`src/rtl/turn_signal_input_conditioner_pkg.sv`:
```
// Shared constants for the turn-signal input conditioner: request codes,
// request-vector bit positions and the default debounce length.
package turn_sig_pkg;

    localparam logic [2:0] SIG_IDLE  = 3'b000;
    localparam logic [2:0] SIG_LEFT  = 3'b100;
    localparam logic [2:0] SIG_HAZ   = 3'b010;
    localparam logic [2:0] SIG_RIGHT = 3'b001;

    localparam int IDX_LEFT  = 2;
    localparam int IDX_HAZ   = 1;
    localparam int IDX_RIGHT = 0;

    // 10 ms at 50 MHz
    localparam int DEFAULT_DEBOUNCE_CYCLES = 500000;

endpackage

```
`src/rtl/turn_signal_input_conditioner_sw_debounce.sv`:
```
// One switch channel: two-flop synchronizer followed by a hold-time debouncer.
// A new level is accepted only after it has been seen for DEBOUNCE_CYCLES clocks.
module sw_debounce
    import turn_sig_pkg::*;
#(
    parameter int DEBOUNCE_CYCLES = DEFAULT_DEBOUNCE_CYCLES,
    parameter int CNT_W           = 20
) (
    input  logic clk,
    input  logic clr,
    input  logic raw,
    output logic level
);

    localparam logic [CNT_W-1:0] CNT_LAST = CNT_W'(DEBOUNCE_CYCLES - 1);

    logic             s1_q, s1_d;
    logic             s2_q, s2_d;
    logic             deb_q, deb_d;
    logic [CNT_W-1:0] cnt_q, cnt_d;

    always_comb begin
        s1_d  = raw;
        s2_d  = s1_q;
        deb_d = deb_q;
        cnt_d = '0;
        // Any return to the accepted level drops the count back to zero.
        if (s2_q != deb_q) begin
            if (cnt_q == CNT_LAST) begin
                deb_d = s2_q;
            end else begin
                cnt_d = cnt_q + 1'b1;
            end
        end
    end

    always_ff @(posedge clk) begin
        if (!clr) begin
            s1_q  <= 1'b0;
            s2_q  <= 1'b0;
            deb_q <= 1'b0;
            cnt_q <= '0;
        end else begin
            s1_q  <= s1_d;
            s2_q  <= s2_d;
            deb_q <= deb_d;
            cnt_q <= cnt_d;
        end
    end

    assign level = deb_q;

endmodule

```
`src/rtl/turn_signal_input_conditioner.sv`:
```
// Conditions the raw dash switches into a legal {left, haz, right} request
// and enable for the turn-signal sequencer, plus a one-cycle change strobe.
module turn_signal_input_conditioner
    import turn_sig_pkg::*;
#(
    parameter int DEBOUNCE_CYCLES = DEFAULT_DEBOUNCE_CYCLES,
    parameter int CNT_W           = 20
) (
    input  logic       clk,
    input  logic       clr,
    input  logic       sw_left,
    input  logic       sw_haz,
    input  logic       sw_right,
    input  logic       sw_en,
    output logic [2:0] sig_out,
    output logic       en_out,
    output logic       chg
);

    logic [2:0] deb_req;
    logic       deb_en;

    sw_debounce #(.DEBOUNCE_CYCLES(DEBOUNCE_CYCLES), .CNT_W(CNT_W)) u_deb_left (
        .clk(clk), .clr(clr), .raw(sw_left), .level(deb_req[IDX_LEFT])
    );
    sw_debounce #(.DEBOUNCE_CYCLES(DEBOUNCE_CYCLES), .CNT_W(CNT_W)) u_deb_haz (
        .clk(clk), .clr(clr), .raw(sw_haz), .level(deb_req[IDX_HAZ])
    );
    sw_debounce #(.DEBOUNCE_CYCLES(DEBOUNCE_CYCLES), .CNT_W(CNT_W)) u_deb_right (
        .clk(clk), .clr(clr), .raw(sw_right), .level(deb_req[IDX_RIGHT])
    );
    sw_debounce #(.DEBOUNCE_CYCLES(DEBOUNCE_CYCLES), .CNT_W(CNT_W)) u_deb_en (
        .clk(clk), .clr(clr), .raw(sw_en), .level(deb_en)
    );

    logic [2:0] sig_q, sig_d;
    logic       en_q, en_d;
    logic       chg_q, chg_d;

    always_comb begin
        // Left and right together is treated as a hazard request.
        if (deb_req[IDX_HAZ] || (deb_req[IDX_LEFT] && deb_req[IDX_RIGHT])) begin
            sig_d = SIG_HAZ;
        end else if (deb_req[IDX_LEFT]) begin
            sig_d = SIG_LEFT;
        end else if (deb_req[IDX_RIGHT]) begin
            sig_d = SIG_RIGHT;
        end else begin
            sig_d = SIG_IDLE;
        end
        en_d  = deb_en;
        chg_d = (sig_d != sig_q);
    end

    always_ff @(posedge clk) begin
        if (!clr) begin
            sig_q <= SIG_IDLE;
            en_q  <= 1'b0;
            chg_q <= 1'b0;
        end else begin
            sig_q <= sig_d;
            en_q  <= en_d;
            chg_q <= chg_d;
        end
    end

    assign sig_out = sig_q;
    assign en_out  = en_q;
    assign chg     = chg_q;

endmodule
```
`config.mk`:
```
export PLATFORM = sky130hd
export DESIGN_NAME = turn_signal_input_conditioner
export DESIGN_NICKNAME = d
export VERILOG_FILES = /design/src/rtl/turn_signal_input_conditioner_pkg.sv /design/src/rtl/turn_signal_input_conditioner_sw_debounce.sv /design/src/rtl/turn_signal_input_conditioner.sv
export SDC_FILE = /design/constraint.sdc
export NUM_CORES = 1
export LEC_CHECK = 0
export ABC_CLOCK_PERIOD_IN_PS = 2700
export BUFFER_PORTS_ARGS = -buffer_cell sky130_fd_sc_hd__buf_2
export CAP_MARGIN = 30
export CORE_UTILIZATION = 45
export DETAILED_ROUTE_END_ITERATION = 7
export SYNTH_ARGS = -nofsm -noshare
export SYNTH_HDL_FRONTEND = slang
export SYNTH_SLANG_ARGS = --single-unit
```
`constraint.sdc`:
```
create_clock -name clk -period 2.7 [get_ports clk]
set_clock_uncertainty 0.2 [all_clocks]
set_input_delay 0.135 -clock clk [delete_from_list [all_inputs] [get_ports clk]]
set_output_delay 0.135 -clock clk [all_outputs]
set_load 0.005 [all_outputs]
```
Yosys cells after proc, flatten, opt, wreduce, memory -nomap -nowiden
Index checks and enable logic that the tools add are counted.
{ "op_classes": {"n_addsub": 4, "eq_ne": 9, "n_mux": 3, "n_bitwise": 5, "n_reduce_logical": 10} }
{ "ops": {"columns": ["operator", "count"], "rows": [
  ["$add 20x1->20 const B", 4],
  ["$eq 20x19->1 const B", 4],
  ["$reduce_or 3->1", 4],
  ["$reduce_and 2->1", 4],
  ["$mux 3", 2],
  ["$not 1->1", 5],
  ["$ne 1x1->1", 4],
  ["$ne 3x3->1", 1],
  ["$logic_and 1x1->1", 1],
  ["$logic_or 1x1->1", 1],
  ["$mux 1", 1]
]} }
{ "totals": {"register_bits": 97, "input_bits": 6, "output_inout_bits": 5, "wordCells": 50} }

Logic depth before layout (Yosys ltp)
{ "depth": {"word_depth": 4, "mapped_depth": 7, "depth_no_buf": 5} }

By module
Synthesis repeated with hierarchy kept, for this count alone.
{ "hier_totals": {"cells_unflattened": 479, "hier_area_um2": 4321.6} }
{ "by_module_without_submodules": {"columns": ["module", "n_inst", "cells_per_inst", "area_per_inst_um2"], "rows": [
  ["sw_debounce", 4, 114, 1029.7],
  ["turn_signal_input_conditioner", 1, 23, 202.7]
]} }

Worst setup path after synthesis
Ideal clock, no wire load.
{ "synth_timing": {"path_kind": "register -> register", "from": "register u_deb_haz.cnt_q[10]", "to": "register u_deb_haz.cnt_q[14]", "arrival_time_ps": 1764, "slack_ps": 621, "stages_incl_launch_ff": 6, "n_path_buf": 1, "synth_period_minus_slack_ps": 2079, "path_cell_list": "dfxtp_1 > or4_1 > or4_4 > o21bai_4 > buf_6 > nor2_1"} }
{ "synth_between": {"elab_chain_len": 2, "word_cells_on_any_way": 3, "classes_between": "1 x add/sub; 1 x eq/ne; 1 x reduce/logical"} }
{ "synth_lines": {"columns": ["element", "line_no", "rtl"], "rows": [
  ["from (decl)", "turn_signal_input_conditioner_sw_debounce.sv:20", "logic [CNT_W-1:0] cnt_q, cnt_d;"],
  ["from (signal assigned)", "turn_signal_input_conditioner_sw_debounce.sv:47", "cnt_q <= cnt_d;"],
  ["branches (longest 2 deep; another with $add 20x1->20)", null, null]
]} }
Several ways; the timed one is not identified.
A chain may end at the register's enable or synchronous reset.

Worst setup path in the final report
{ "layout_timing": {"from": "register u_deb_haz.cnt_q[10]", "to": "register u_deb_haz.cnt_q[12]"} }
Same word-level chain as after synthesis.

==> impl_metrics.json <==
{
  "status": "finished, final reports clean",
  "max_freq_mhz": 443,
  "synthesis.area_um2": 4200,
  "cts_sinks": 97,
  "cts_tree": "built",
  "yosys_warnings": 0,
  "n_fill_cell": 847,
  "worst_hold_path_type": "reg2reg",
  "ctsLongestPathBuffers": 2,
  "num_vias": 3246,
  "async_flop_share_pct": 0,
  "r2r-start": "u_deb_haz.cnt_q[10]",
  "std_cell_rows": 34,
  "drive_above_1_share_pct": 7.80,
  "required_ns": 2.72,
  "crit_path_end_kind": "register",
  "track_usage_pct": 17.0,
  "setup.worst_path.start_class": "register",
  "via_per_inst": 5.34,
  "grt_overflow_total": 0,
  "ant_nets": 0,
  "slew_headroom_pct": 58.6,
  "final.setup.tns_ns": 0,
  "p_clk_share_pct": 41.8,
  "dp_hpwl_um": 5230,
  "max_cap_violations": 0,
  "clk_pin_slew_worst_paths_ns": 0.09,
  "min_to": "u_deb_left.s2_q",
  "gp_congestion": 0.751,
  "worstHoldStart": "u_deb_left.s1_q",
  "portBuffers": 10,
  "fin_nets": 505,
  "clock-root-buffer": "clkbuf_8",
  "synth_top_cell_by_area": "dfxtp_1",
  "antenna_found_initial": 0,
  "cp_max_fo": 18,
  "powerDensity_nw_per_um2": 545,
  "yosysTopAreaCellShare_pct": 46.2,
  "comb_power_share_pct": 1.4,
  "tightest_slew_ns": 0.615,
  "start_util_pct": 47.3,
  "antenna_cells": 0,
  "yosys-top-cells-count": "97 x dfxtp_1, 77 x nor2_1, 39 x xnor2_1, 28 x nand2_1, 24 x nand3_1",
  "cts_max_level": 3,
  "cts_resized": 0,
  "dr.pass1.iters": 4,
  "postSynthCellCount": 475,
  "grt_start_max_net_pins": 22,
  "die-area_um2": 9730,
  "period_needed_ns": 2.26,
  "whs_path_depth": 1,
  "postPlaceCellArea_um2": 4360,
  "r2r_end": "u_deb_haz.cnt_q[12]",
  "drtIter0Drc": 61,
  "rrSetupSlack_ns": 0.44,
  "irDropWorstVdd_v": 0.000218,
  "worstSetupPathType": "reg2reg",
  "ys_types": 42,
  "timing.hold.ws_ns": 0.237,
  "synthTopCellsByArea": "dfxtp_1 46%, xnor2_1 8.1%, nor2_1 6.9%, xor2_1 4.2%, nand4_1 3.1%",
  "die_x_um": 98.6,
  "ys_seq_area_share_pct": 46.2,
  "cellInternalPower_mw": 2.03,
  "synth_most_common_cell": "dfxtp_1",
  "regArea_um2": 1940,
  "swShare_pct": 20.0,
  "fin_cells": 608,
  "finalHoldViolations": 0,
  "slew_violations": 0,
  "core-area_um2": 8890,
  "seq_power_share_pct": 56.9,
  "multiInputGateArea_um2": 2140,
  "synth_nets": 485,
  "synth_flop_cell": "dfxtp_1",
  "ys_seq_elements": 97,
  "final_area_um2": 4640,
  "grt_pass1_vias": 3071,
  "synthToLayoutAreaGrowth_pct": 10.5,
  "cp.arrival_ns": 2.27,
  "final_core_util_pct": 52.2,
  "switchingPower_mw": 0.507,
  "finalSetupViolCount": 0,
  "ff2ff_path_depth": 4,
  "clk_latency_ns": 0.35,
  "syn_area_per_cell_um2": 8.85,
  "die-height_um": 98.6,
  "dp_cells": 587,
  "synth_edf_count": 0,
  "leakage_nw": 1.40,
  "wl_per_cell_um": 12.5,
  "num_io_pins": 11,
  "grt_pass1_wl_um": 13600,
  "routed_wl_um": 7590,
  "numCtsBuffers": 9,
  "drc": 0,
  "min_period_over_period_pct": 83.5,
  "rsz0062_at_grt": "false"
}
[power groups by stage]
stage / Clock (mW) / Sequential, mW / Combinational (mW)
after floorplan: 0 / 1.47 / 0.0222
after global placement: 0 / 1.47 / 0.0293
after detailed placement: 0 / 1.47 / 0.0297
after CTS: 1.09 / 1.44 / 0.0352
after global routing: 1.16 / 1.44 / 0.0393
final: 1.06 / 1.44 / 0.0347
[worst max-delay path by stage]
| stage | from | endpoint | slack, ns |
|---|---|---|---|
| after floorplan | u_deb_haz.cnt_q[10] | u_deb_haz.cnt_q[14] | 0.62 |
| after global placement | u_deb_haz.cnt_q[10] | u_deb_haz.cnt_q[16] | 0.49 |
| after detailed placement | u_deb_haz.cnt_q[10] | u_deb_haz.cnt_q[16] | 0.45 |
| after CTS | u_deb_haz.cnt_q[10] | u_deb_haz.cnt_q[14] | 0.44 |
| after global routing | u_deb_en.cnt_q[0] | u_deb_en.cnt_q[18] | 0.27 |
| final | u_deb_haz.cnt_q[10] | u_deb_haz.cnt_q[12] | 0.44 |
[metrics by stage]
step / setup slack, ns / power [mW]
final: 0.445 / 2.53
after global routing: 0.266 / 2.64
after CTS: 0.436 / 2.57
after detailed placement: 0.448 / 1.50
after global placement: 0.492 / 1.50
after floorplan: 0.621 / 1.50
[repair_timing]
| item | in CTS | in global routing |
|---|---|---|
| endpoints found under the hold margin | 11 | 0 |
| buffers inserted | 0 | 0 |
| hold buffers | 5 | 0 |
| endpoints found under the setup margin | 0 | 0 |
[registers in the layout, summed over array words and instances (netlist names), 3 cells and up]
name,flops
sig_out,3
u_deb_right.cnt_q,20
u_deb_haz.cnt_q,20
u_deb_en.cnt_q,20
u_deb_left.cnt_q,20
[cell type report]
type	instances	share of cell area [%]
multi-input combinational	351	46.1
sequential	97	41.8
clock buffer	12	3.34
timing repair buffer	20	2.96
tap	108	2.91
clock inverter	4	1.62
inverter	16	1.29
[metal layers]
layer | vias to the layer above | GRT usage (%) | wire length (um)
li1 | 1706 | - | -
met1 | 1507 | 23.4 | 4060
met2 | 24 | 26.5 | 3310
met3 | 9 | 2.84 | 126
met4 | 0 | 7.00 | 89
met5 | - | 0 | 0
[cells by family after synthesis]
group | after synthesis | synth area share [%]
and+or+nand+nor | 243 | 30.4
DFF | 97 | 46.2
xor gates and xnor gates | 59 | 12.3
AOI/OAI and AO/OA | 41 | 5.92
buffers and inverters | 27 | 3.01
muxes | 4 | 0.953
adders and majority gates | 4 | 1.19
[critical path: stages (launching register included)]
cell and delay (ns):
dfxtp_1 0.35, or4_1 0.53, or4_4 0.55, o21bai_4 0.39, nor2_1 0.10
[cells in the final DEF (no fill, tap or decap), types with 3 or more instances in the layout]
cell type and count:
xnor2_1 39, buf_2 10, buf_4 5, nand4_1 21, ha_1 4, nand3_1 24
clkbuf_8 11, xor2_1 20, nor2_1 77, dlygate4sd3_1 5, and3_1 6, a21oi_1 17
and2_1 10, nand2_1 28, mux2i_1 4, or3_1 13, inv_1 16, dfxtp_1 97
and4_1 3, nor3_1 18, or4_1 7, nor4_1 18, o21ai_0 12, nor3b_1 3
Note: power is estimated with default switching activity, not from simulation.
